===== config.mk =====
export PLATFORM = sky130hd
export DESIGN_NAME = alu_sequencer
export DESIGN_NICKNAME = d
export VERILOG_FILES = /design/src/rtl/alu_seq_pkg.sv /design/src/rtl/alu_sequencer_zero_detect.sv /design/src/rtl/alu_sequencer.sv
export SDC_FILE = /design/constraint.sdc
export NUM_CORES = 1
export LEC_CHECK = 0
export CAP_MARGIN = 5
export CORE_MARGIN = 1
export CORE_UTILIZATION = 50
export CTS_CLUSTER_SIZE = 16
export DETAILED_ROUTE_END_ITERATION = 10
export PLACE_DENSITY = 0.81
export SLEW_MARGIN = 15
export SYNTH_ARGS = -nofsm -noshare
export SYNTH_HDL_FRONTEND = slang
export SYNTH_SLANG_ARGS = --single-unit

===== constraint.sdc =====
create_clock -name clk -period 2.1 [get_ports clk]
set_clock_uncertainty 0.1 [all_clocks]
set_input_delay 0.42 -clock clk [delete_from_list [all_inputs] [get_ports clk]]
set_output_delay 0.42 -clock clk [all_outputs]
set_load 0.01 [all_outputs]

===== src/rtl/alu_seq_pkg.sv =====
// alu_seq_pkg: opcodes, FSM encoding and MUL cycle count for alu_sequencer (ALU_SEQUENCER_MUL_EN enables MUL)
package alu_seq_pkg;
  typedef enum logic [2:0] {
    OP_FWD = 3'd0,
    OP_ADD = 3'd1,
    OP_AND = 3'd2,
    OP_OR  = 3'd3,
    OP_SLL = 3'd4,
    OP_SRL = 3'd5,
    OP_MUL = 3'd6,
    OP_RSV = 3'd7
  } op_e;
  typedef enum logic [1:0] {IDLE, EXEC, FIN} state_e;
  localparam int MUL_CYCLES = 8;
  function automatic logic is_reserved(input op_e op);
`ifdef ALU_SEQUENCER_MUL_EN
    return op == OP_RSV;
`else
    return op == OP_RSV || op == OP_MUL;
`endif
  endfunction
endpackage


===== src/rtl/alu_sequencer_zero_detect.sv =====
// zero_detect: flags an all-zero byte
module zero_detect (
  input  logic [7:0] value,
  output logic       zero
);
  assign zero = ~|value;
endmodule


===== src/rtl/alu_sequencer.sv =====
// alu_sequencer: multi-cycle 8-bit ALU with start/ready/done handshake (ALU_SEQUENCER_MUL_EN adds shift-add MUL)
module alu_sequencer
  import alu_seq_pkg::*;
(
  input  logic       clk,
  input  logic       reset,
  input  logic       start,
  input  logic [2:0] opcode,
  input  logic [7:0] data1,
  input  logic [7:0] data2,
  output logic       ready,
  output logic       busy,
  output logic       done,
  output logic [7:0] result,
  output logic       zero,
  output logic       illegal
);
  state_e state, state_next;
  op_e op, opc;
  logic [7:0] a, b, sh, res_next;
  logic [3:0] cnt, cnt_init;
  logic ill_q, last, zero_next;
`ifdef ALU_SEQUENCER_MUL_EN
  logic [7:0] acc;
`endif
  assign opc = op_e'(opcode);
  assign ready = state == IDLE;
  assign busy = state == EXEC;
  assign done = state == FIN;
  assign illegal = done & ill_q;
  assign last = cnt <= 4'd1;
  assign sh = op == OP_SLL ? a << 1 : a >> 1;
  // State register; reset aborts any operation in flight
  always_ff @(posedge clk)
    state <= reset ? IDLE : state_next;
  // Next state: shifts and MUL stay in EXEC until the cycle counter runs out
  always_comb begin
    state_next = state;
    case (state)
      IDLE:    state_next = start ? EXEC : IDLE;
      EXEC:    state_next = last ? FIN : EXEC;
      default: state_next = IDLE;
    endcase
  end
  // EXEC cycle count: shift amount (0 still takes one cycle), MUL_CYCLES for MUL, else one
  always_comb begin
    cnt_init = (opc == OP_SLL || opc == OP_SRL) ? {1'b0, data2[2:0]} : 4'd1;
`ifdef ALU_SEQUENCER_MUL_EN
    if (opc == OP_MUL) cnt_init = 4'(MUL_CYCLES);
`endif
  end
  // Result as it will look after the final EXEC cycle
  always_comb begin
    res_next = 8'h00;
    case (op)
      OP_FWD:  res_next = b;
      OP_ADD:  res_next = a + b;
      OP_AND:  res_next = a & b;
      OP_OR:   res_next = a | b;
      OP_SLL,
      OP_SRL:  res_next = cnt == 4'd0 ? a : sh;
`ifdef ALU_SEQUENCER_MUL_EN
      OP_MUL:  res_next = acc + (b[0] ? a : 8'h00);
`endif
      default: res_next = 8'h00;
    endcase
  end
  zero_detect u_zero_detect (.value(res_next), .zero(zero_next));
  // Operand capture on accept, iterative work in EXEC, result published only on the last step
  always_ff @(posedge clk) begin
    if (reset) begin
      op <= OP_FWD;
      a <= 8'h00;
      b <= 8'h00;
      cnt <= 4'd0;
      ill_q <= 1'b0;
      result <= 8'h00;
      zero <= 1'b1;
`ifdef ALU_SEQUENCER_MUL_EN
      acc <= 8'h00;
`endif
    end else if (state == IDLE && start) begin
      op <= opc;
      a <= data1;
      b <= data2;
      cnt <= cnt_init;
      ill_q <= is_reserved(opc);
`ifdef ALU_SEQUENCER_MUL_EN
      acc <= 8'h00;
`endif
    end else if (state == EXEC) begin
      cnt <= cnt - 4'd1;
      if (op == OP_SLL || op == OP_SRL) a <= sh;
`ifdef ALU_SEQUENCER_MUL_EN
      if (op == OP_MUL) begin
        acc <= acc + (b[0] ? a : 8'h00);
        a <= a << 1;
        b <= b >> 1;
      end
`endif
      if (last) begin
        result <= res_next;
        zero <= zero_next;
      end
    end
  end
endmodule


==> results of run 1 <==
## power by group through the flow
stage | Clock, W | Combinational, W | Sequential [W]
2_1_floorplan | 0 | 0.000483 | 0.000806
3_3_place_gp | 0 | 0.000743 | 0.000800
3_5_place_dp | 0 | 0.000763 | 0.000804
4_1_cts | 0.000647 | 0.000773 | 0.000789
5_1_grt | 0.000679 | 0.000891 | 0.000802
6_report | 0.000632 | 0.000813 | 0.000793
## per-layer routing
layer  GRT usage, %  vias up  part of all wire [%]
li1               -     1247                     -
met1          33.62     1119                    44
met2          39.88       86                    47
met3          5.801       15                   6.9
met4          10.46        0                   2.2
met5              0        -                     0
## stage by stage
stage	cell area [um2]	std cells
finish	3288	448
floorplan	2507	326
global placement	3094	439
global route	3288	448
CTS	3226	447
detailed placement	3094	439
## flip-flops by register name, summed over array words and instances, names as in the netlist
signal	flops
op	3
zero	1
result	8
b	8
ill_q	1
a	8
state	2
cnt	4
## worst min-delay path: stages, from the launching register on
cell and delay, ps:
dfxtp_1 310, nand2_1 50, a21oi_1 50
## final cells by class
| class | instances | area, um2 | area share, % |
|---|---|---|---|
| Timing Repair Buffer | 68 | 620.6 | 18.87 |
| Clock buffer | 6 | 82.58 | 2.511 |
| Inverter | 21 | 80.08 | 2.435 |
| Tap cell | 67 | 83.83 | 2.549 |
| Sequential cell | 35 | 704.4 | 21.42 |
| Multi-Input combinational cell | 249 | 1682 | 51.14 |
| Clock inverter | 2 | 35.03 | 1.065 |
## kinds of logic (layout without fill, tap and decap cells)
group | after synthesis | in the layout | synth area share [%]
mux | 10 | 10 | 3.992
xor+xnor | 5 | 5 | 1.746
compound gates | 93 | 93 | 24.95
buf+inv | 42 | 97 | 7.534
fa+ha+maj | 20 | 20 | 10.28
flops | 35 | 35 | 27.94
simple gates | 121 | 121 | 23.55
## synthesized netlist by cell type, types with 3 or more instances
library cell and instances:
clkbuf_1 10, mux2i_1 10, o22a_1 3, a21oi_1 35, buf_6 3, inv_1 20
ha_1 19, nand2_1 37, nor2_1 40, nor3b_1 4, nor3_1 4, buf_2 7
xnor2_1 4, nor2b_1 9, nand3_1 6, o211ai_1 4, a211oi_1 25, o21ai_0 9
and2_1 3, dfxtp_1 35
## cell usage in the layout, fill, tap and decap left out, drive strengths merged, types with 2 or more instances in the layout
cell           synthesis  layout
a211o                  2       2
a211oi                27      27
a21o                   2       2
a21oi                 35      35
a31oi                  3       3
and2                   3       3
buf                   11      34
clkbuf                10       6
clkdlybuf4s50          0      34
clkinv                 1       2
dfxtp                 35      35
ha                    19      19
inv                   20      20
mux2i                 10      10
nand2                 37      37
nand3                  6       6
nand3b                 2       2
nand4                  2       2
nor2                  42      42
nor2b                  9       9
nor3                   5       5
nor3b                  6       6
o211ai                 4       4
o21a                   2       2
o21ai                  9       9
o22a                   3       3
or2                    2       2
xnor2                  4       4
## repair_timing
action	in CTS	in global routing
gates resized for setup	5	15
endpoints found under the setup margin	2	7
buffers inserted	0	1
pin swaps	2	5
hold buffers	0	0
## worst max path at each step
stage | endpoint | slack [ps] | depth (start not counted) | start
2_1_floorplan | zero | 30 | 7 | a[0]
3_3_place_gp | zero | 30 | 7 | a[0]
3_5_place_dp | zero | -60 | 7 | a[0]
4_1_cts | zero | -6 | 8 | cnt[0]
5_1_grt | zero | -130 | 7 | a[0]
6_report | zero | -40 | 7 | a[0]
==> metrics.md, run 1 <==
| Metric | Value |
|---|---|
| Status | complete, but fails checks |
| Failing checks | setup timing |
| Post-synth top area share | 27.94% |
| Grt ovf | 0 |
| DRT Pass-1 Iters | 4 |
| Post-synth EDFFs | 0 |
| F_max | 0.4675 GHz |
| Top Ports | 35 |
| GPL Wtd Cong | 0.9198 |
| Site Rows | 25 |
| Sequential-to-total area share from yosys stat | 27.94% |
| Final hold vios | 0 |
| Worst EP arrival | 2250 ps |
| FF-to-FF Start | a[0] |
| Die Wd | 72.82 um |
| Core Region | 4786 um2 |
| CP max FO | 3 |
| CTS Root Buffer Type | clkbuf_8 |
| Main synth FF type | dfxtp_1 |
| Bufs and invs on worst path | 0 |
| First-pass GRT wire length | 10.27 mm |
| YS warnings | 0 |
| Hold Crit Class | reg -> reg |
| CTS max path bufs | 2 |
| Leak | 1.267 nW |
| Largest net degree at the start of global routing | 36 |
| Total GRT Usage | 25.41% |
| R2R cell count | 7 |
| Initial Util | 52.39% |
| RSZ-0062 raised after global routing | yes |
| Yosys cell types | 50 |
| Nets | 422 |
| Die Y | 72.82 um |
| HPWL after DPL | 4.750 mm |
| Syn Inst Count | 326 |
| Final design utilization | 68.71% |
| CP Launch Type | flip-flop |
| CP required | 2210 ps |
| Net Count, Synth | 368 |
| Initial antenna violation count | 0 |
| Worst hold margin | 357.0 ps |
| Largest delay share family, worst path | adder cells |
| R2R setup slack | -40 ps |
| Hold EP | ill_q |
| Fraction of final layout cells with drive strength greater than 1 | 18.90% |
| FILL cells | 376 |
| Pre-CTS setup slack | -63.21 ps |
| CTS Buf Count | 5 |
| Net Switching | 0.0007303 W |
| Max_cap viols | 0 |
| Switching share of power | 32.64% |
| Final Worst Setup Slack | -39.26 ps |
| Synthesized area per cell | 7.691 um2 |
| Critical-path top delay cell | fa_1 |
| Max-slew violations | 0 |
| H-tree depth | 2 |
| ANT nets after route | 0 |
| Kind of critical path | reg -> reg |
| Async SR Flop Fraction | 0% |
| Setup-failing EPs final | 1 |
| Synthesized flop and latch total | 35 |
| Later-pin clock latency in the skew report | 290 ps |
| Hold path start | ill_q |
| Critical path capture point type | flip-flop |
| Reg power frac | 35.4% |
| Setup TNS | -39.26 ps |
| Area leader, netlist | dfxtp_1 |
| Slew @ Worst Pin | 548.8 ps |
| Clk sinks | 35 |
| DR DRC count | 0 |
| Vias per cell | 5.507 |
| Buffers on Ports | 34 |
| CTS tree | yes |
| Ranking of synthesized cells by area | dfxtp_1 (28%), ha_1 (9.5%), a211oi_1 (7.5%), a21oi_1 (7.0%), nor2_1 (6.0%) |
| Number of global-route vias before repair | 2193 |
| Critical-path cell list | ha_1 > fa_1 > and3_1 > o21ai_2 > o21ai_1 > or2_2 > o31ai_2 |
| Min Tclk post-route | 2139 ps |
| Power per cell area | 680.5 nW/um2 |
| Max VDD drop | 0.0004217 V |
| Total design power | 0.002238 W |
| Clk network pwr share | 28.3% |
| Routed WL | 6.360 mm |
| Max transition margin | 63.37% |
| Max incr delay on CP | 420 ps |
| DRT iter0 DRCs | 131 |
| Vias post-DR | 2467 |
| Synthesized area | 2507 um2 |
| Clock transition at the registers of the reported paths | 70 ps |
| Routed WL per cell | 14.20 um |
| Worst r2r dst | zero |
| Period utilization | 101.9% |
| Ant. Diodes | 0 |
| Die area | 5302 um2 |
| Combinational power share | 36.3% |
| Layout area overhead | 31.14% |
| Internal power | 0.001507 W |
| Hold Crit Depth | 2 |
No activity file was read; power rests on OpenSTA's default activity.
==> inputs of run 2 (changes only) <==
--- a/config.mk
+++ b/config.mk
@@ -11,6 +11,7 @@
 export CTS_CLUSTER_SIZE = 16
 export DETAILED_ROUTE_END_ITERATION = 10
 export PLACE_DENSITY = 0.81
+export RECOVER_POWER = 50
 export SLEW_MARGIN = 15
 export SYNTH_ARGS = -nofsm -noshare
 export SYNTH_HDL_FRONTEND = slang
==> metrics.md, run 2 (synthesis results as in run 1) <==
| Metric | Value |
|---|---|
| Non-filler instance count after layout | 448 (unchanged) |
| CTS max path bufs | 2 (unchanged) |
| DRT iter0 DRCs | 144 (+9.9%) |
| Power per cell area | 681.4 nW/um2 (+0.13%) |
| Hold Crit Class | reg -> reg |
| Internal power | 0.001494 W (-0.90%) |
| CTS Buf Count | 5 (unchanged) |
| Total design power | 0.002225 W (-0.55%) |
| Reg power frac | 35.6% (+0.2 points) |
| Bufs and invs on worst path | 0 (unchanged) |
| Max VDD drop | 0.0004214 V (about the same) |
| Net Switching | 0.0007314 W (+0.15%) |
| Layout area overhead | 30.24% |
| Kind of critical path | reg -> reg |
| Ant. Diodes | 0 (unchanged) |
| CTS Root Buffer Type | clkbuf_8 |
| Total GRT Usage | 25.41% (unchanged) |
| Most frequent cells in the layout | nor2_1 (39), nand2_1 (37), a21oi_1 (33) |
| CP required | 2210 ps (about the same) |
| CTS tree | yes |
| Routed WL | 6.386 mm (+0.41%) |
| Site Rows | 25 (unchanged) |
| Final Worst Setup Slack | -42.61 ps (-3.343 ps) |
| First-pass GRT wire length | 10.27 mm (unchanged) |
| Largest delay share family, worst path | adder cells |
| Post-Layout Inst Area | 3266 um2 (-0.68%) |
| ANT nets after route | 0 (unchanged) |
| DP Cell Count | 439 (unchanged) |
| Area occupied by multi-input gates | 1682 um2 (unchanged) |
| Buffers on Ports | 34 (unchanged) |
| Vias post-DR | 2453 (-0.57%) |
| F_max | 0.4667 GHz (-0.16%) |
| Setup TNS | -42.61 ps (-3.343 ps) |
| Critical-path cell list | ha_1 > fa_1 > and3_1 > o21ai_2 > o21ai_1 > or2_2 > o31ai_2 |
| Later-pin clock latency in the skew report | 300 ps (about the same) |
| Period utilization | 102.0% (+0.16 points) |
| Initial antenna violation count | 0 (unchanged) |
| Number of global-route vias before repair | 2193 (unchanged) |
| Critical path capture point type | flip-flop |
| Slew @ Worst Pin | 584.4 ps (+35.60 ps) |
| Placed cell area | 3094 um2 (unchanged) |
| Most common cell after layout, fill and taps aside | nor2_1 |
| FF/Latch Area | 704.4 um2 (unchanged) |
| Failing checks | setup timing |
| HPWL after DPL | 4.750 mm (unchanged) |
| Worst EP arrival | 2250 ps (about the same) |
| Core Region | 4786 um2 (unchanged) |
| Largest net degree at the start of global routing | 36 (unchanged) |
| Clk sinks | 35 (unchanged) |
| Leak | 1.259 nW (-0.62%) |
| Vias per cell | 5.475 (-0.57%) |
| RSZ-0062 raised after global routing | yes |
| Clock transition at the registers of the reported paths | 70 ps (about the same) |
| Final design utilization | 68.24% (-0.47 points) |
| FILL cells | 380 (+1.1%) |
| H-tree depth | 2 (unchanged) |
| Die Wd | 72.82 um (unchanged) |
| Switching share of power | 32.87% (+0.23 points) |
| Largest regs | a: 8 flops, b: 8 flops, result: 8 flops |
| Combinational power share | 35.9% (-0.4 points) |
| Critical-path top delay cell | fa_1 |
| CP Launch Type | flip-flop |
| CP max FO | 3 (unchanged) |
| Setup-failing EPs final | 1 (unchanged) |
| Final hold vios | 0 (unchanged) |
| Routed WL per cell | 14.25 um (+0.41%) |
| Max incr delay on CP | 420 ps (about the same) |
| Status | complete, but fails checks |
| Clk network pwr share | 28.5% (+0.2 points) |
| Die Y | 72.82 um (unchanged) |
| DR DRC count | 0 (unchanged) |
| Die area | 5302 um2 (unchanged) |
| GPL Wtd Cong | 0.9198 (unchanged) |
| Min Tclk post-route | 2143 ps (+3.343 ps) |
| Max transition margin | 61.04% (-2.3 points) |
| Top Ports | 35 (unchanged) |
| Max_cap viols | 0 (unchanged) |
| Nets | 422 (unchanged) |
| Grt ovf | 0 (unchanged) |
| DRT Pass-1 Iters | 4 (unchanged) |
| Fraction of final layout cells with drive strength greater than 1 | 18.37% (-0.52 points) |
| Max-slew violations | 0 (unchanged) |
| Initial Util | 52.39% (unchanged) |
run 2: metal layers:
layer	vias to the layer above	GRT usage [%]	share of wire (%)
met1	1109	33.62	45
met2	85	39.88	46
met4	0	10.46	2.1
met3	13	5.801	7.1
li1	1246	-	-
met5	-	0	0
run 2: cell type report:
| class | count | area share, % |
|---|---|---|
| timing repair buffer | 68 | 18.31 |
| clock inverter | 2 | 1.073 |
| clock buffer | 6 | 2.529 |
| sequential | 35 | 21.57 |
| multi-input combinational | 249 | 51.49 |
| tap | 67 | 2.567 |
| inverter | 21 | 2.452 |
run 2: final timing paths:
| path | slack (ps) | depth (start not counted) | startpoint | to |
|---|---|---|---|---|
| setup / recovery | -40 | 7 | a[0] | zero |
| hold / removal | 360 | 2 | ill_q | ill_q |
| setup reg to reg | -40 | 7 | a[0] | zero |
| hold reg to reg | 360 | 2 | ill_q | ill_q |
run 2: worst min-delay path, cell delays in order (launching register included):
cell and delay [ps]:
dfxtp_1 310, nand2_1 50, a21oi_1 50
run 2: through the flow:
| stage | hold WS [ps] | setup WS, ps |
|---|---|---|
| floorplan | 327.3 | 29.51 |
| global placement | 344.3 | 29.88 |
| CTS | 358.1 | -6.321 |
| global route | 401.6 | -130.2 |
| finish | 357.0 | -42.61 |
| detailed placement | 346.1 | -63.21 |
run 2: timing repair:
item                                    CTS  global route
pin swaps                                 2             5
gates resized for setup                   5            15
buffers inserted                          0             1
endpoints found under the setup margin    2             7
gates cloned                              0             0
hold buffers                              0             0
run 2: power by group through the flow:
stage | Combinational, W | Clock, W | Sequential, W
floorplan | 0.000483 | 0 | 0.000806
global placement | 0.000743 | 0 | 0.000800
detailed placement | 0.000763 | 0 | 0.000804
CTS | 0.000773 | 0.000647 | 0.000789
global route | 0.000877 | 0.000679 | 0.000802
finish | 0.000798 | 0.000635 | 0.000793
==> inputs of run 3 (changes only) <==
--- a/config.mk
+++ b/config.mk
@@ -7,10 +7,10 @@
 export LEC_CHECK = 0
 export CAP_MARGIN = 5
 export CORE_MARGIN = 1
-export CORE_UTILIZATION = 50
+export CORE_UTILIZATION = 40
 export CTS_CLUSTER_SIZE = 16
 export DETAILED_ROUTE_END_ITERATION = 10
-export PLACE_DENSITY = 0.81
+export PLACE_DENSITY = 0.68
 export RECOVER_POWER = 50
 export SLEW_MARGIN = 15
 export SYNTH_ARGS = -nofsm -noshare
==> metrics.md, run 3 (synthesis results as in run 1) <==
| Metric | Value |
|---|---|
| Reg power frac | 34.6% (-1.0 points) |
| Layout area overhead | 36.98% |
| Pre-CTS setup slack | -40.18 ps (+23.03 ps) |
| Final Worst Setup Slack | 0.5786 ps (+43.19 ps) |
| GPL Wtd Cong | 0.8765 (-4.7%) |
| Clk sinks | 35 (unchanged) |
| Largest regs | a: 8 flops, b: 8 flops, result: 8 flops |
| Ant. Diodes | 0 (unchanged) |
| Net Switching | 0.0007848 W (+7.3%) |
| CP max FO | 4 (+1) |
| Max transition margin | 65.59% (+4.6 points) |
| Kind of critical path | reg -> reg |
| FF-to-FF Start | a[1] |
| Total design power | 0.002299 W (+3.3%) |
| H-tree depth | 2 (unchanged) |
| Hold Crit Depth | 2 (unchanged) |
| Setup TNS | 0 ps (+42.61 ps) |
| Number of global-route vias before repair | 2266 (+3.3%) |
| FILL cells | 535 (+41%) |
| DRT iter0 DRCs | 126 (-13%) |
| Hold Crit Class | reg -> reg |
| Period utilization | 99.97% (-2.1 points) |
| Vias post-DR | 2515 (+2.5%) |
| CTS Root Buffer Type | clkbuf_8 |
| Slew @ Worst Pin | 515.6 ps (-68.83 ps) |
| Die area | 6589 um2 (+24%) |
| Fraction of final layout cells with drive strength greater than 1 | 23.33% (+5.0 points) |
| Hold EP | ill_q |
| Core Region | 5991 um2 (+25%) |
| Die Y | 81.18 um (+11%) |
| HPWL after DPL | 4.985 mm (+4.9%) |
| Nets | 431 (+2.1%) |
| Critical path capture point type | flip-flop |
| Switching share of power | 34.13% (+1.3 points) |
| Largest net degree at the start of global routing | 36 (unchanged) |
| Clk network pwr share | 27.5% (-1.0 points) |
| Initial antenna violation count | 0 (unchanged) |
| Combinational power share | 37.9% (+2.0 points) |
| Buffers on Ports | 34 (unchanged) |
| Max_cap viols | 0 (unchanged) |
| Min Tclk post-route | 2099 ps (-43.19 ps) |
| Vias per cell | 5.409 (-1.2%) |
| Final hold vios | 0 (unchanged) |
| Routed WL per cell | 14.89 um (+4.4%) |
| Setup-failing EPs final | 0 (-1) |
| Worst r2r dst | zero |
| Status | finished, final reports clean |
| Most frequent cells in the layout | nor2_1 (39), buf_4 (38), nand2_1 (37) |
| CP Launch Type | flip-flop |
| R2R setup slack | 0.6 ps (+40 ps) |
| CTS Buf Count | 5 (unchanged) |
| CTS max path bufs | 2 (unchanged) |
| First-pass GRT wire length | 10.89 mm (+6.0%) |
| Total GRT Usage | 21.56% (-3.8 points) |
| R2R cell count | 8 (+1) |
| Initial Util | 41.85% (-11 points) |
| Worst hold margin | 354.3 ps (-2.669 ps) |
| DR DRC count | 0 (unchanged) |
| Hold path start | ill_q |
| DRT Pass-1 Iters | 4 (unchanged) |
| Power per cell area | 669.4 nW/um2 (-1.8%) |
| Cts hold-fix bufs | 0 (unchanged) |
| ANT nets after route | 0 (unchanged) |
| Most common cell after layout, fill and taps aside | nor2_1 |
| Site Rows | 28 (+12%) |
| Later-pin clock latency in the skew report | 300 ps (about the same) |
| Routed WL | 6.923 mm (+8.4%) |
| Leak | 1.319 nW (+4.8%) |
| Clock transition at the registers of the reported paths | 80 ps (about the same) |
| F_max | 0.4763 GHz (+2.1%) |
| Max-slew violations | 0 (unchanged) |
| Worst EP arrival | 2220 ps (-30 ps) |
| Die Wd | 81.18 um (+11%) |
| CP required | 2220 ps (about the same) |
| Grt ovf | 0 (unchanged) |
| Top Ports | 35 (unchanged) |
| Internal power | 0.001514 W (+1.4%) |
| Max VDD drop | 0.0003133 V (-26%) |
| RSZ-0062 raised after global routing | yes |
| CTS tree | yes |
==> run 3: worst max-delay path, stage by stage (launching register included) <==
cell,delay (ps)
dfxtp_4,380
inv_2,30
ha_1,260
a21o_1,130
nand4_1,200
and4_1,230
o32ai_2,320
nand4_1,160
o31ai_2,190
==> run 3: per-stage QoR <==
step | area [um2] | utilization, % | std cells
3_3_place_gp | 3149 | 52.57 | 453
4_1_cts | 3288 | 54.89 | 461
6_report | 3435 | 57.33 | 465
2_1_floorplan | 2507 | - | 326
5_1_grt | 3435 | 57.33 | 465
3_5_place_dp | 3149 | 52.57 | 453
==> run 3: layer usage <==
metal  global-route usage, %  up-vias  routed length [um]
li1                        -     1266                   -
met1                   30.22     1173                3354
met2                   32.77       65                3152
met3                   3.258       11                 316
met4                   8.571        0                  99
met5                       0        -                   0
==> run 3: worst max-delay path by stage <==
stage / to / slack [ps] / startpoint
3_5_place_dp: zero / -40 / b[6]
6_report: zero / 0.6 / a[1]
3_3_place_gp: zero / 60 / a[0]
2_1_floorplan: zero / 30 / a[0]
4_1_cts: zero / 2 / a[0]
5_1_grt: zero / -140 / a[1]
==> run 3: power by group through the flow <==
stage	registers [W]	logic, W	clock network [W]
2_1_floorplan	0.000806	0.000483	0
3_3_place_gp	0.000800	0.000767	0
3_5_place_dp	0.000804	0.000779	0
4_1_cts	0.000790	0.000791	0.000641
5_1_grt	0.000806	0.000959	0.000664
6_report	0.000796	0.000871	0.000633
==> run 3: area by class of cell <==
| type | count | area (um2) | area share, % |
|---|---|---|---|
| Multi-Input combinational cell | 250 | 1758 | 51.18 |
| Clock buffer | 5 | 68.82 | 2.004 |
| Sequential cell | 35 | 714.4 | 20.80 |
| Timing Repair Buffer | 76 | 675.6 | 19.67 |
| Clock inverter | 3 | 43.79 | 1.275 |
| Tap cell | 75 | 93.84 | 2.732 |
| Inverter | 21 | 80.08 | 2.332 |
==> run 3: what timing repair did <==
item                                    in CTS  in global routing
endpoints found under the hold margin        0                  0
gates cloned                                 0                  1
resized for setup                            7                 32
pin swaps                                    3                  5
endpoints found under the setup margin       3                 10
setup buffers                                0                  3
